===== src/rtl/motion_zone_detector.sv =====
// Frame-difference motion detector: per-zone changed-pixel counts with frame-level hysteresis flags.
// Define MOTION_BBOX_EN to add bounding-box outputs for the changed pixels of each closed frame.
module motion_zone_detector #(
  parameter int WIDTH        = 640,
  parameter int HEIGHT       = 480,
  parameter int PIX_W        = 8,
  parameter int ZONES        = 4,
  parameter int PIX_THRESH   = 48,
  parameter int COUNT_THRESH = 256,
  parameter int HOLD_FRAMES  = 2,
  parameter int CNT_W        = 20
) (
  input  logic                     clk,
  input  logic                     rst,
  input  logic                     frame_start,
  input  logic                     pixel_valid,
  input  logic [9:0]               pixel_x,
  input  logic [9:0]               pixel_y,
  input  logic [3*PIX_W-1:0]       cur_rgb,
  input  logic [3*PIX_W-1:0]       prev_rgb,
  output logic                     frame_done,
  output logic [ZONES-1:0]         motion_zone,
  output logic                     motion_any,
  output logic [ZONES*CNT_W-1:0]   zone_count
`ifdef MOTION_BBOX_EN
  ,
  output logic [9:0]               bbox_xmin,
  output logic [9:0]               bbox_xmax,
  output logic [9:0]               bbox_ymin,
  output logic [9:0]               bbox_ymax,
  output logic                     bbox_valid
`endif
);

  localparam int ZONE_W = WIDTH / ZONES;
  localparam int ZI_W   = (ZONES > 1) ? $clog2(ZONES) : 1;
  localparam int SUM_W  = PIX_W + 2;
  localparam int ST_W   = 4;

  localparam logic [9:0]       WIDTH_C    = 10'(WIDTH);
  localparam logic [9:0]       HEIGHT_C   = 10'(HEIGHT);
  localparam logic [SUM_W-1:0] PIX_TH_C   = SUM_W'(PIX_THRESH);
  localparam logic [CNT_W-1:0] CNT_TH_C   = CNT_W'(COUNT_THRESH);
  localparam logic [CNT_W-1:0] CNT_MAX_C  = {CNT_W{1'b1}};
  localparam logic [CNT_W-1:0] CNT_ONE_C  = {{(CNT_W-1){1'b0}}, 1'b1};
  localparam logic [ST_W-1:0]  HOLD_C     = ST_W'(HOLD_FRAMES);

  function automatic logic [PIX_W-1:0] abs_diff(input logic [PIX_W-1:0] a,
                                                input logic [PIX_W-1:0] b);
    logic [PIX_W-1:0] d;
    if (a >= b) d = a - b;
    else        d = b - a;
    return d;
  endfunction

  // Thresholds rise with k, so the last boundary passed names the strip.
  function automatic logic [ZI_W-1:0] zone_of(input logic [9:0] x);
    logic [ZI_W-1:0] z;
    z = {ZI_W{1'b0}};
    for (int k = 1; k < ZONES; k++) begin
      z = (x >= 10'(k * ZONE_W)) ? ZI_W'(k) : z;
    end
    return z;
  endfunction

  logic              accept_s;
  logic [SUM_W-1:0]  sum_s;

  logic              s1_valid_r;
  logic              s1_tag_r;
  logic [PIX_W-1:0]  s1_dr_r;
  logic [PIX_W-1:0]  s1_dg_r;
  logic [PIX_W-1:0]  s1_db_r;
  logic [ZI_W-1:0]   s1_zone_r;

  logic              s2_valid_r;
  logic              s2_tag_r;
  logic              s2_changed_r;
  logic [ZI_W-1:0]   s2_zone_r;

  logic              opened_r;
  logic [CNT_W-1:0]  acc_r         [ZONES];
  logic [ST_W-1:0]   streak_r      [ZONES];
  logic [ST_W-1:0]   streak_inc_s  [ZONES];
  logic [ST_W-1:0]   streak_next_s [ZONES];
  logic [ZONES-1:0]  raw_s;
  logic [ZONES-1:0]  flag_next_s;

  assign accept_s = pixel_valid && !frame_start &&
                    (pixel_x < WIDTH_C) && (pixel_y < HEIGHT_C);

  assign sum_s = {2'b00, s1_dr_r} + {2'b00, s1_dg_r} + {2'b00, s1_db_r};

  // Stage 1: per-channel absolute differences and strip index.
  always_ff @(posedge clk) begin
    if (rst) begin
      s1_valid_r <= 1'b0;
      s1_tag_r   <= 1'b0;
      s1_dr_r    <= {PIX_W{1'b0}};
      s1_dg_r    <= {PIX_W{1'b0}};
      s1_db_r    <= {PIX_W{1'b0}};
      s1_zone_r  <= {ZI_W{1'b0}};
    end else begin
      s1_valid_r <= accept_s;
      s1_tag_r   <= frame_start;
      s1_dr_r    <= abs_diff(cur_rgb[3*PIX_W-1 -: PIX_W], prev_rgb[3*PIX_W-1 -: PIX_W]);
      s1_dg_r    <= abs_diff(cur_rgb[2*PIX_W-1 -: PIX_W], prev_rgb[2*PIX_W-1 -: PIX_W]);
      s1_db_r    <= abs_diff(cur_rgb[PIX_W-1:0], prev_rgb[PIX_W-1:0]);
      s1_zone_r  <= zone_of(pixel_x);
    end
  end

  // Stage 2: summed difference compared against the pixel threshold.
  always_ff @(posedge clk) begin
    if (rst) begin
      s2_valid_r   <= 1'b0;
      s2_tag_r     <= 1'b0;
      s2_changed_r <= 1'b0;
      s2_zone_r    <= {ZI_W{1'b0}};
    end else begin
      s2_valid_r   <= s1_valid_r;
      s2_tag_r     <= s1_tag_r;
      s2_changed_r <= (sum_s > PIX_TH_C);
      s2_zone_r    <= s1_zone_r;
    end
  end

  // Next flag and streak per zone, evaluated against the frame being closed.
  always_comb begin
    for (int z = 0; z < ZONES; z++) begin
      raw_s[z]         = (acc_r[z] >= CNT_TH_C);
      streak_inc_s[z]  = streak_r[z] + 4'd1;
      flag_next_s[z]   = motion_zone[z];
      streak_next_s[z] = 4'd0;
      if (raw_s[z] != motion_zone[z]) begin
        if (streak_inc_s[z] == HOLD_C) begin
          flag_next_s[z]   = ~motion_zone[z];
          streak_next_s[z] = 4'd0;
        end else begin
          streak_next_s[z] = streak_inc_s[z];
        end
      end else begin
        streak_next_s[z] = 4'd0;
      end
    end
  end

  // Stage 3: zone accumulation; a frame tag publishes counts and flags and restarts counting.
  always_ff @(posedge clk) begin
    if (rst) begin
      opened_r    <= 1'b0;
      frame_done  <= 1'b0;
      motion_zone <= {ZONES{1'b0}};
      motion_any  <= 1'b0;
      zone_count  <= {(ZONES*CNT_W){1'b0}};
      for (int z = 0; z < ZONES; z++) begin
        acc_r[z]    <= {CNT_W{1'b0}};
        streak_r[z] <= 4'd0;
      end
    end else if (s2_tag_r) begin
      opened_r   <= 1'b1;
      frame_done <= opened_r;
      for (int z = 0; z < ZONES; z++) begin
        acc_r[z] <= {CNT_W{1'b0}};
      end
      if (opened_r) begin
        motion_zone <= flag_next_s;
        motion_any  <= |flag_next_s;
        for (int z = 0; z < ZONES; z++) begin
          zone_count[z*CNT_W +: CNT_W] <= acc_r[z];
          streak_r[z]                  <= streak_next_s[z];
        end
      end
    end else begin
      frame_done <= 1'b0;
      if (s2_valid_r && s2_changed_r && (acc_r[s2_zone_r] != CNT_MAX_C)) begin
        acc_r[s2_zone_r] <= acc_r[s2_zone_r] + CNT_ONE_C;
      end
    end
  end

`ifdef MOTION_BBOX_EN
  logic [9:0] s1_x_r;
  logic [9:0] s1_y_r;
  logic [9:0] s2_x_r;
  logic [9:0] s2_y_r;
  logic [9:0] trk_xmin_r;
  logic [9:0] trk_xmax_r;
  logic [9:0] trk_ymin_r;
  logic [9:0] trk_ymax_r;
  logic       trk_any_r;

  // Pixel coordinates travel alongside the difference pipeline.
  always_ff @(posedge clk) begin
    if (rst) begin
      s1_x_r <= 10'd0;
      s1_y_r <= 10'd0;
      s2_x_r <= 10'd0;
      s2_y_r <= 10'd0;
    end else begin
      s1_x_r <= pixel_x;
      s1_y_r <= pixel_y;
      s2_x_r <= s1_x_r;
      s2_y_r <= s1_y_r;
    end
  end

  // Bounding-box trackers, published and re-armed on each frame close.
  always_ff @(posedge clk) begin
    if (rst) begin
      trk_xmin_r <= 10'h3FF;
      trk_xmax_r <= 10'd0;
      trk_ymin_r <= 10'h3FF;
      trk_ymax_r <= 10'd0;
      trk_any_r  <= 1'b0;
      bbox_xmin  <= 10'd0;
      bbox_xmax  <= 10'd0;
      bbox_ymin  <= 10'd0;
      bbox_ymax  <= 10'd0;
      bbox_valid <= 1'b0;
    end else if (s2_tag_r) begin
      trk_xmin_r <= 10'h3FF;
      trk_xmax_r <= 10'd0;
      trk_ymin_r <= 10'h3FF;
      trk_ymax_r <= 10'd0;
      trk_any_r  <= 1'b0;
      if (opened_r) begin
        bbox_valid <= trk_any_r;
        bbox_xmin  <= trk_any_r ? trk_xmin_r : 10'd0;
        bbox_xmax  <= trk_any_r ? trk_xmax_r : 10'd0;
        bbox_ymin  <= trk_any_r ? trk_ymin_r : 10'd0;
        bbox_ymax  <= trk_any_r ? trk_ymax_r : 10'd0;
      end
    end else if (s2_valid_r && s2_changed_r) begin
      trk_any_r <= 1'b1;
      if (s2_x_r < trk_xmin_r) trk_xmin_r <= s2_x_r;
      if (s2_x_r > trk_xmax_r) trk_xmax_r <= s2_x_r;
      if (s2_y_r < trk_ymin_r) trk_ymin_r <= s2_y_r;
      if (s2_y_r > trk_ymax_r) trk_ymax_r <= s2_y_r;
    end
  end
`endif

endmodule


===== config.mk =====
export PLATFORM = sky130hd
export DESIGN_NAME = motion_zone_detector
export DESIGN_NICKNAME = d
export VERILOG_FILES = /design/src/rtl/motion_zone_detector.sv
export SDC_FILE = /design/constraint.sdc
export NUM_CORES = 1
export LEC_CHECK = 0
export CAP_MARGIN = 5
export CELL_PAD_IN_SITES_DETAIL_PLACEMENT = 1
export CELL_PAD_IN_SITES_GLOBAL_PLACEMENT = 2
export CORE_UTILIZATION = 33
export CTS_CLUSTER_DIAMETER = 80
export DETAILED_ROUTE_END_ITERATION = 10
export PLACE_DENSITY = 0.82
export SYNTH_ARGS = -nofsm -noshare
export SYNTH_HDL_FRONTEND = slang
export SYNTH_SLANG_ARGS = --single-unit

===== constraint.sdc =====
create_clock -name clk -period 4.14 [get_ports clk]
set_input_delay 0.621 -clock clk [delete_from_list [all_inputs] [get_ports clk]]
set_output_delay 0.621 -clock clk [all_outputs]
set_load 0.02 [all_outputs]

==> run_results.csv <==
group,metric,value,unit
status,status,"completed",
setup_path,timing.rr.start,"s2_zone_r[1]",
cts,root_buffer,"clkbuf_16",
setup_path,cp_num_buf_inv,1,
yosys,netlist_instances,975,
hold_path,hold_start,"s1_zone_r[1]",
cts,cts_setup_buffers,0,
floorplan,die_height,183,um
yosys,ys_top_cells_by_area,"edfxtp_1 (27%), dfxtp_1 (22%), ha_1 (7.1%), a22o_1 (6.5%), nor2_1 (4.7%)",
routing,drt_pass1_iterations,4,
yosys,syn_avg_cell_area,11.0,um2
cells_and_area,final_cell_mix,"clkdlybuf4s50_1 (146), nor2_1 (134), dfxtp_1 (120)",
placement,gp_congestion,0.803,
yosys,synth_edf_count,96,
cts,cts_buffers,24,
setup_path,critical-path-max-stage-delay,0.62,ns
routing,first_iter_violations,367,
yosys,synth_top_area_share,26.8,%
setup_path,cpMostUsedCell,"nand2_2",
power,total_power,0.00533,W
run,cap_viol_max_count,0,
sta,timing.clock.skew,0.0185,ns
yosys,synth_fp_nets,1123,
power,clkPwrFrac,40.8,%
yosys,syn_area,10800,um2
placement,place_hpwl,20000,um
routing,routed_wl,27800,um
grt,track_usage,16.8,%
sta,setup_ws,0.906,ns
power,peakVddDrop,0.187,mV
sta,fmax,309,MHz
cts,clockBufferDepth,3,
setup_path,critical_path.slowest_cell,"or4_4",
routing,routed-via-count,7890,
cts,ctsResizeCount,0,
sta,tightest_slew,0.923,ns
cts,path_clk_slew,0.06,ns
sta,setup_viol,0,
cells_and_area,syn2layout_area_growth,25.3,%
sta,maxSlewViolCount,0,
power,pwr-share-seq,44.8,%
setup_path,r2r_slack,0.91,ns
sta,tns,0,ns
yosys,synth_flop_cell,"dfxtp_1",
grt,grt_pass1_wl,44700,um
floorplan,row_count,65,
hold_path,holdPathEnd,"s2_zone_r[1]",
cells_and_area,drive_above_1_share,8.00,%
yosys,netlist.top_cell.by_area,"edfxtp_1",
sta,fin_crit_sh,78.1,%
setup_path,crit_chain,"buf_4, mux4_2, and4_1, nand2_2, or4_4, nand3_4, nand2_2",
power,power_switching,0.00135,W
setup_path,cp-startpoint,"s2_zone_r[1]",
cts,htree_levels,1,
grt,grt_pass1_vias,8233,
yosys,ys_seq_area_share,49.1,%
cts,cts.sinks,216,
sta,maxSlewHeadroom,38.5,%
floorplan,core-area,31800,um2
sta,hold_viol,0,
routing,wire_per_inst,17.7,um
setup_path,path_class,"flop to flop",
cts,hold_buffers,0,
routing,drc,0,
cells_and_area,mostFrequentLayoutCell,"clkdlybuf4s50_1",
floorplan,die_area,33300,um2
yosys,ys_ff_latch,216,
setup_path,critPathArrivalTime,3.35,ns
setup_path,required,4.25,ns
setup_path,cp_max_fo,28,
sta,rsz0062_at_grt,"false",
yosys,async_flop_share,0,%
grt,antenna_found_initial,1,
power,p_int,0.00398,W
sta,post-route-min-period,3.23,ns
placement,port_buffers,147,
cts,cts_tree,"built",
routing,drtAntennaViolNets,0,
setup_path,start_kind,"flop",
cts,clk_latency,0.52,ns
cells_and_area,fill_cells,3447,
yosys,ys_types,61,
floorplan,initial_core_util,33.8,%
setup_path,worstSetupEndpointType,"flop",
cells_and_area,nets,1268,
grt,grt-ovfl-total,0,
floorplan,die_x,183,um
yosys,yosys_warnings,0,
power,p_per_area,395,nW/um2
setup_path,rr_worst_depth,7,
hold_path,hold_class,"flop to flop",
hold_path,holdPathStages,1,
power,power.leakage,5.30,nW
routing,routed_via_density,5.01,
power,swShare,25.3,%
placement,pre_cts_ws,0.905,ns
setup_path,r2r-end,"acc_r[0][18]",
sta,hold_ws,0.434,ns
power,p_comb_share,14.5,%
grt,grt_start_max_net_pins,86,
floorplan,ios,158,
setup_path,cp_top_family,"simple AND/OR/NAND/NOR gates",
final cells by class:
type	instances	area [um2]	area share (%)
Tap cell	435	544	4.04
Multi-Input combinational cell	652	5010	37.2
Sequential cell	216	5290	39.2
Timing Repair Buffer	159	1570	11.6
Inverter	67	251	1.87
Antenna cell	1	2.50	0.0186
Clock inverter	11	111	0.827
Clock buffer	33	698	5.18
cell usage after synthesis, types with 13 or more instances:
master / n
nor2_1: 134
dfxtp_1: 120
edfxtp_1: 96
a22o_1: 80
inv_1: 67
ha_1: 61
nand2_1: 34
o21ai_0: 33
a21oi_1: 29
nand3_1: 26
xnor2_1: 26
clkbuf_1: 20
mux4_2: 18
nor2b_1: 18
nor3_1: 17
mux2i_1: 16
fa_1: 15
xor2_1: 15
nand2b_1: 13
nor4_1: 13
layer usage:
layer / GRT usage [%] / vias to the layer above / routed length (um)
li1: - / 3800 / -
met3: 2.63 / 36 / 1240
met1: 21.9 / 3885 / 12500
met4: 4.44 / 0 / 543
met2: 28.9 / 169 / 13500
met5: 0 / - / 0
registers in the layout, summed over array words and instances, names as in the netlist:
register / flops
acc_r: 80
zone_count: 80
streak_r: 16
s1_db_r: 8
s1_dg_r: 8
s1_dr_r: 8
motion_zone: 4
s1_zone_r: 2
s2_zone_r: 2
frame_done: 1
motion_any: 1
opened_r: 1
s1_tag_r: 1
s1_valid_r: 1
s2_changed_r: 1
s2_tag_r: 1
s2_valid_r: 1
power groups by stage:
stage	Combinational (W)	Sequential [W]	Clock (W)
floorplan	0.000538	0.00241	0
global placement	0.000752	0.00243	0
detailed placement	0.000770	0.00244	0
CTS	0.000778	0.00239	0.00222
global route	0.000861	0.00240	0.00231
finish	0.000770	0.00239	0.00217
stage by stage:
step	cell area, um2	instances	util [%]
floorplan	10800	975	-
CTS	13500	1573	42.4
global placement	12700	1529	39.8
detailed placement	12700	1529	39.8
global route	13500	1573	42.4
finish	13500	1574	42.4
worst max path at each step:
stage | depth (start not counted) | slack (ns) | to
floorplan | 11 | 1.09 | acc_r[1][0]
global placement | 7 | 0.94 | acc_r[0][9]
detailed placement | 7 | 0.90 | acc_r[0][9]
CTS | 7 | 0.87 | acc_r[0][18]
global route | 7 | 0.79 | acc_r[0][18]
finish | 7 | 0.91 | acc_r[0][18]
cell families (layout without fill, tap and decap cells):
family	after synthesis	count (layout)	synth area share [%]
simple gates	309	309	14.4
flops	216	216	49.1
compound gates	183	183	12.4
buf+inv	107	270	4.37
fa+ha+maj	77	77	9.98
mux	42	42	6.38
xor+xnor	41	41	3.34
other cells	0	1	0
(Power assumes the default switching activity.)
